## config.mk

```make
export PLATFORM = sky130hd
export DESIGN_NAME = bist_engine_param
export DESIGN_NICKNAME = d
export VERILOG_FILES = /design/src/rtl/bist_engine_param.sv
export SDC_FILE = /design/constraint.sdc
export NUM_CORES = 1
export LEC_CHECK = 0
export ABC_AREA = 1
export CAP_MARGIN = 30
export CORE_ASPECT_RATIO = 2
export CORE_MARGIN = 2
export CORE_UTILIZATION = 45
export DETAILED_ROUTE_END_ITERATION = 10
export GPL_ROUTABILITY_DRIVEN = 0
export PLACE_DENSITY = 0.81
export RECOVER_POWER = 50
export SLEW_MARGIN = 20
export SYNTH_ARGS = -nofsm -noshare
export SYNTH_HDL_FRONTEND = slang
export SYNTH_SLANG_ARGS = --single-unit
```

## constraint.sdc

```tcl
create_clock -name CLK -period 1.2 [get_ports CLK]
set_input_delay 0.24 -clock CLK [delete_from_list [all_inputs] [get_ports CLK]]
set_output_delay 0.24 -clock CLK [all_outputs]
set_load 0.005 [all_outputs]
```

## src/rtl/bist_engine_param.sv

```systemverilog
// Parametrised BIST engine: functional/test input mux, pattern LFSR,
// scan shift/capture sequencing, MISR compaction and golden-signature compare.
module bist_engine_param #(
  parameter int                N_IN       = 3,
  parameter int                N_OUT      = 2,
  parameter int                LFSR_W     = 8,
  parameter logic [LFSR_W-1:0] LFSR_TAPS  = 8'hB8,
  parameter logic [LFSR_W-1:0] LFSR_SEED  = 8'h01,
  parameter int                MISR_W     = 8,
  parameter logic [MISR_W-1:0] MISR_TAPS  = 8'hB8,
  parameter int                SCAN_LEN   = 4,
  parameter int                N_PATTERNS = 100,
  parameter logic [MISR_W-1:0] GOLDEN     = 8'h00
) (
  input  logic              CLK,
  input  logic              RST,
  input  logic              bist_start,
  input  logic [N_IN-1:0]   func_in,
  output logic [N_IN-1:0]   dut_in,
  input  logic [N_OUT-1:0]  dut_out,
  output logic              scan_en,
  output logic              scan_in,
  input  logic              scan_out,
  output logic              bist_running,
  output logic              bist_end,
  output logic              pass_fail,
  output logic [MISR_W-1:0] signature
);

  localparam int SW = $clog2(SCAN_LEN + 1);
  localparam int PW = $clog2(N_PATTERNS + 1);
  localparam logic [SW-1:0] SH_LAST  = SW'(SCAN_LEN - 1);
  localparam logic [PW-1:0] PAT_LAST = PW'(N_PATTERNS - 1);

  typedef enum logic [2:0] {
    IDLE, INIT, SHIFT, CAPTURE, UNLOAD, COMPARE, DONE
  } state_t;

  state_t              state_reg, state_next;
  logic [LFSR_W-1:0]   lfsr_reg, lfsr_shifted, lfsr_next;
  logic [MISR_W-1:0]   misr_reg, misr_next, misr_in;
  logic [SW-1:0]       sh_cnt_reg;
  logic [PW-1:0]       pat_cnt_reg;
  logic                pass_fail_reg;
  logic [N_OUT:0]      resp;
  logic                sh_last, pat_last;

  assign sh_last  = (sh_cnt_reg == SH_LAST);
  assign pat_last = (pat_cnt_reg == PAT_LAST);

  // Response word: scan_out in bit 0, functional outputs above, zero-extended.
  assign resp = {dut_out, scan_out};
  for (genvar gi = 0; gi < MISR_W; gi++) begin : g_misr_in
    if (gi <= N_OUT) begin : g_bit
      assign misr_in[gi] = resp[gi];
    end else begin : g_zero
      assign misr_in[gi] = 1'b0;
    end
  end

  // Galois LFSR step and MISR step; an all-zero LFSR would lock up, so reseed.
  always_comb begin
    lfsr_shifted = {1'b0, lfsr_reg[LFSR_W-1:1]} ^ (lfsr_reg[0] ? LFSR_TAPS : '0);
    lfsr_next    = (lfsr_shifted == '0) ? LFSR_SEED : lfsr_shifted;
    misr_next    = {misr_reg[MISR_W-2:0], 1'b0} ^ (misr_reg[MISR_W-1] ? MISR_TAPS : '0) ^ misr_in;
  end

  // Next-state logic and Moore outputs.
  always_comb begin
    state_next   = state_reg;
    dut_in       = lfsr_reg[N_IN-1:0];
    scan_en      = 1'b0;
    scan_in      = 1'b0;
    bist_running = 1'b0;
    bist_end     = 1'b0;
    case (state_reg)
      IDLE: begin
        dut_in = func_in;
        if (bist_start) state_next = INIT;
      end
      INIT: begin
        bist_running = 1'b1;
        state_next   = SHIFT;
      end
      SHIFT: begin
        bist_running = 1'b1;
        scan_en      = 1'b1;
        scan_in      = lfsr_reg[0];
        if (sh_last) state_next = CAPTURE;
      end
      CAPTURE: begin
        bist_running = 1'b1;
        state_next   = pat_last ? UNLOAD : SHIFT;
      end
      UNLOAD: begin
        bist_running = 1'b1;
        scan_en      = 1'b1;
        if (sh_last) state_next = COMPARE;
      end
      COMPARE: begin
        bist_running = 1'b1;
        state_next   = DONE;
      end
      DONE: begin
        bist_end = 1'b1;
        if (bist_start) state_next = INIT;
      end
      default: state_next = IDLE;
    endcase
  end

  // State, pattern/shift counters, LFSR, MISR and verdict registers.
  always_ff @(posedge CLK) begin
    if (!RST) begin
      state_reg     <= IDLE;
      lfsr_reg      <= LFSR_SEED;
      misr_reg      <= '0;
      sh_cnt_reg    <= '0;
      pat_cnt_reg   <= '0;
      pass_fail_reg <= 1'b0;
    end else begin
      state_reg <= state_next;
      if (state_next == INIT) begin
        // Entering INIT (from IDLE or DONE): fresh run, old verdict dropped.
        lfsr_reg      <= LFSR_SEED;
        misr_reg      <= '0;
        sh_cnt_reg    <= '0;
        pat_cnt_reg   <= '0;
        pass_fail_reg <= 1'b0;
      end else begin
        case (state_reg)
          SHIFT: begin
            lfsr_reg   <= lfsr_next;
            misr_reg   <= misr_next;
            sh_cnt_reg <= sh_last ? '0 : sh_cnt_reg + 1'b1;
          end
          CAPTURE: begin
            lfsr_reg <= lfsr_next;
            misr_reg <= misr_next;
            if (!pat_last) pat_cnt_reg <= pat_cnt_reg + 1'b1;
          end
          UNLOAD: begin
            misr_reg   <= misr_next;
            sh_cnt_reg <= sh_last ? '0 : sh_cnt_reg + 1'b1;
          end
          COMPARE: pass_fail_reg <= (misr_reg == GOLDEN);
          default: ;
        endcase
      end
    end
  end

  assign pass_fail = pass_fail_reg;
  assign signature = misr_reg;

endmodule
```

After elaboration in Yosys (flattened, before gate mapping)
Cells that the tools add are included.
- flip-flop bits (word level): 30
- input bits: 9
- output and inout port bits: 16
- logic and storage cells: 46
- add/subtract/negate cells: 2
- equality and inequality tests: 9
- mux-type cells: 14
- bitwise gates (word level): 5
- reduce and logical (&&, ||, !) cells: 10
- operators by type and width (kind ; count):
    2-to-1 mux 8 bit ; 3
    2-to-1 mux 3 bit ; 6
    one-hot mux 3 bit (6 select lines) ; 1
    logical NOT 8 bit ; 2
    == test 3 x 2 -> 1 bit, second input constant ; 3
    == test 3 bit, second input constant ; 3
    OR reduction 2 bit ; 4
    XOR 7 x 8 -> 8 bit ; 1
    XOR 8 x 3 -> 8 bit ; 1
    XOR 8 bit ; 1
    adder 7 x 1 -> 7 bit, second input constant ; 1
    == test 7 bit, second input constant ; 1
    == test 3 x 1 -> 1 bit, second input constant ; 2
    OR reduction 5 bit ; 1
    2-to-1 mux 1 bit ; 4
    adder 3 x 1 -> 3 bit, second input constant ; 1
    logical NOT 3 bit ; 1
    OR reduction 3 bit ; 1
    inverter 1 bit ; 2
    AND reduction 2 bit ; 1

Longest topological paths before layout
- word-level depth: 5
- depth in mapped cells: 8
- depth with buffers taken out: 8

Least setup slack after synthesis
OpenSTA, ideal clock, no wires.
- path type: reg2reg
- start point: register pat_cnt_reg[0]
- end point: register pat_cnt_reg[4]
- setup time: 0.066 ns
- data arrival time: 1.223 ns
- required time: 1.134 ns
- setup slack: -0.089 ns
- cell stages (with the launch flop): 6
- buffers on the path: 0
- period minus slack after synthesis: 1.289 ns
- cells stage by stage: dfxtp_1 > ha_1 > nand2_1 > o21bai_1 > nand2_1 > a21oi_2
- word-level cells in the longest chain between the ends: 5
- elaborated cells between the ends (all ways): 8
- classes of those cells: add/sub (1); eq/ne (2); mux (2); bitwise (1); reduce/logical (2)
- RTL lines (what ; RTL line ; text):
    start, declared ; 43 ; logic [PW-1:0] pat_cnt_reg;
    start signal, assigned ; 140 ; if (!pat_last) pat_cnt_reg <= pat_cnt_reg + 1'b1;
    == test 7 bit ; 49 ; assign pat_last = (pat_cnt_reg == PAT_LAST);
    2-to-1 mux 3 bit ; 93 ; state_next = pat_last ? UNLOAD : SHIFT;
    one-hot mux 3 bit (6 select lines) ; 76 ; case (state_reg)
    == test 3 x 1 -> 1 bit ; 123 ; if (state_next == INIT) begin
    OR reduction 2 bit (no line) ; -- ;
Several ways; a longest one is shown, not always the timed one.
A chain may end at the register's enable or synchronous reset.

Final worst setup path
- start point: register state_reg[0]
- end point: output bist_running
- word-level cells in the longest chain between the ends: 3
- elaborated cells between the ends (all ways): 7
- classes of those cells: eq/ne (5); mux (1); reduce/logical (1)
- RTL lines (what ; RTL line ; text):
    start, declared ; 39 ; state_t state_reg, state_next;
    start signal, assigned ; 122 ; state_reg <= state_next;
    == test 3 bit (tied with other cells) ; 76 ;
    OR reduction 5 bit (no line) (*) ; -- ;
    2-to-1 mux 1 bit (*) ; 76 ;
    end, declared ; 24 ; output logic bist_running,
Every way passes the cells marked *; elsewhere a longest branch is shown, timed or not.

==> metrics.txt <==
outcome finished, violations left; failing checks negative setup slack; Hold Path Class reg -> reg; Die Span Y 87.8 um; final worst slack -388 ps; IO buf count 24; Tmin final 1590 ps; via count 1,836; CTS tree built; clock root cell clkbuf_8; commonest non-fill, non-tap cell in the layout nand2_1; area grow syn2layout 67.6%; largest net degree at the start of global routing 21; fmax 630 MHz; Max VDD drop 1.15 mV; clock tree buffer depth 2; Core Util, Final 78.3%; worst-skew pair later-pin latency 290 ps; Post-synth EDFFs 0; CP Launch Type register; # DRC 0; Synth Instances 218; CTS buffer count 5; grt ovf 0; RSZ-0062 raised after global routing true; clock slew at reported path FFs 70 ps; Syn Std Cell Area 1580 um^2; drt wl/cell 17.5 um; Finished Cell Area 2650 um^2; max-slew violation count 0; skew final 8.91 ps; Post-Synthesis Net Count 230; first-pass GRT wire length 7.42 mm; hold-fix buffers at CTS 0; Critical Path AT 1350 ps; Max-Cap Viols 0; layout cell share with drive strength beyond 1 47.3%; area post-placement 2110 um^2; Overall Power 3.46 mW; Tot GR Track Use 25.0%; final hold viol count 0; CP max FO 4; static leakage 1.15 nW; Place WS -379 ps; Clock Sink Count 30; worst slew pin tran 324 ps; Routed WL 5.81 mm; synthesized area per cell 7.24 um^2; Yosys top cell by area dfxtp_1; IO Count 25; top area cells in the synthesized netlist dfxtp_1, nand2_1, a21oi_2; Yosys Warn Count 0; Die Span X 45.9 um; main flop type after synthesis dfxtp_1; final setup fails 37; via-per-instance ratio 5.53; post-synthesis sequential area ratio 38.0%; Post-DP HPWL 2.81 mm; # diodes 0; row count 30; share of the synthesized area in the top cell type 38.0%; TNS Setup -10,770 ps; core box area 3380 um^2; H-Tree Level Count 2; final net count 311; Iteration-0 DRC Markers 71; Initial Util 46.7%; DRT Pass-1 Iters 4; die area 4030 um^2; Async SR Flop Fraction 0%; final antenna-violating net count 0; #FFs+latches synth 30; via count of the first global-routing pass 1,725; Unique masters post-synth 23; final worst path period share 132%; Setup CP Type reg -> out; Rel. slew slack 78.3%; PwrDens 1310 nW/um^2; antenna violations before repair 0; commonest non-fill, non-tap cells in the layout nand2_1, buf_4, a21oi_2; element type at the critical path end output pin; critical path data required time 960 ps
[per-layer routing]
metal  part of all wire [%]  global-route usage (%)
met4                    6.6                    14.0
met5                      0                       0
met3                    5.1                    5.36
met2                     54                    45.8
met1                     34                    23.8
[cell families after synthesis]
| group | synth area share [%] |
|---|---|
| buffers and inverters | 6.89 |
| and+or+nand+nor | 31.3 |
| adders and majority gates | 2.38 |
| xor gates and xnor gates | 6.10 |
| AOI/OAI and AO/OA | 15.3 |
| DFF | 38.0 |
[area by class of cell]
type / instances / area [um^2]
Multi-Input combinational cell: 164 / 1040
Clock buffer: 6 / 82.6
Clock inverter: 2 / 60.1
Timing Repair Buffer: 78 / 719
Tap cell: 32 / 40.0
Sequential cell: 30 / 618
Fill cell: 204 / 732
Inverter: 20 / 85.1
[path summary, 6_finish.rpt]
check | cells after the start | to | start | slack, ps
setup / recovery | 7 | bist_running | state_reg[0] | -390
hold / removal | 2 | lfsr_reg[5] | lfsr_reg[5] | 480
setup reg to reg | 11 | lfsr_reg[0] | state_reg[0] | -330
hold reg to reg | 2 | lfsr_reg[5] | lfsr_reg[5] | 480
[worst max-delay path, cell delays in order, from the launching register on]
cell and delay (ps):
dfxtp_4 390, buf_6 110, clkinv_4 60, nand3_4 120
nand2_4 70, nor2_4 90, nand2_1 80, buf_2 140
[what timing repair did]
action	CTS	global route
buffers inserted	10	6
pin swaps	10	14
gates resized for setup	89	33
setup endpoints to repair	46	37
gates cloned	0	3
[metrics by stage]
step	cells	hold WS, ps
after floorplan	218	391
after global placement	306	449
after detailed placement	306	456
after CTS	324	466
after global routing	332	494
final	332	477
[synthesized netlist by cell type (2+ instances only)]
cell	n
nand2_4	2
nand3b_1	3
dfxtp_1	30
nand2_1	75
o21ai_0	9
nand3_1	6
xor2_1	11
nor3_1	3
a21oi_1	8
buf_6	2
inv_2	5
a21oi_2	16
nand3_2	2
nor2_1	21
inv_1	15
ha_1	3
[power by group]
part	switching, mW	internal [mW]
sequential	0.0415	1.04
clock	0.427	0.886
combinational	0.559	0.506
No activity file was read; power rests on OpenSTA's default activity.
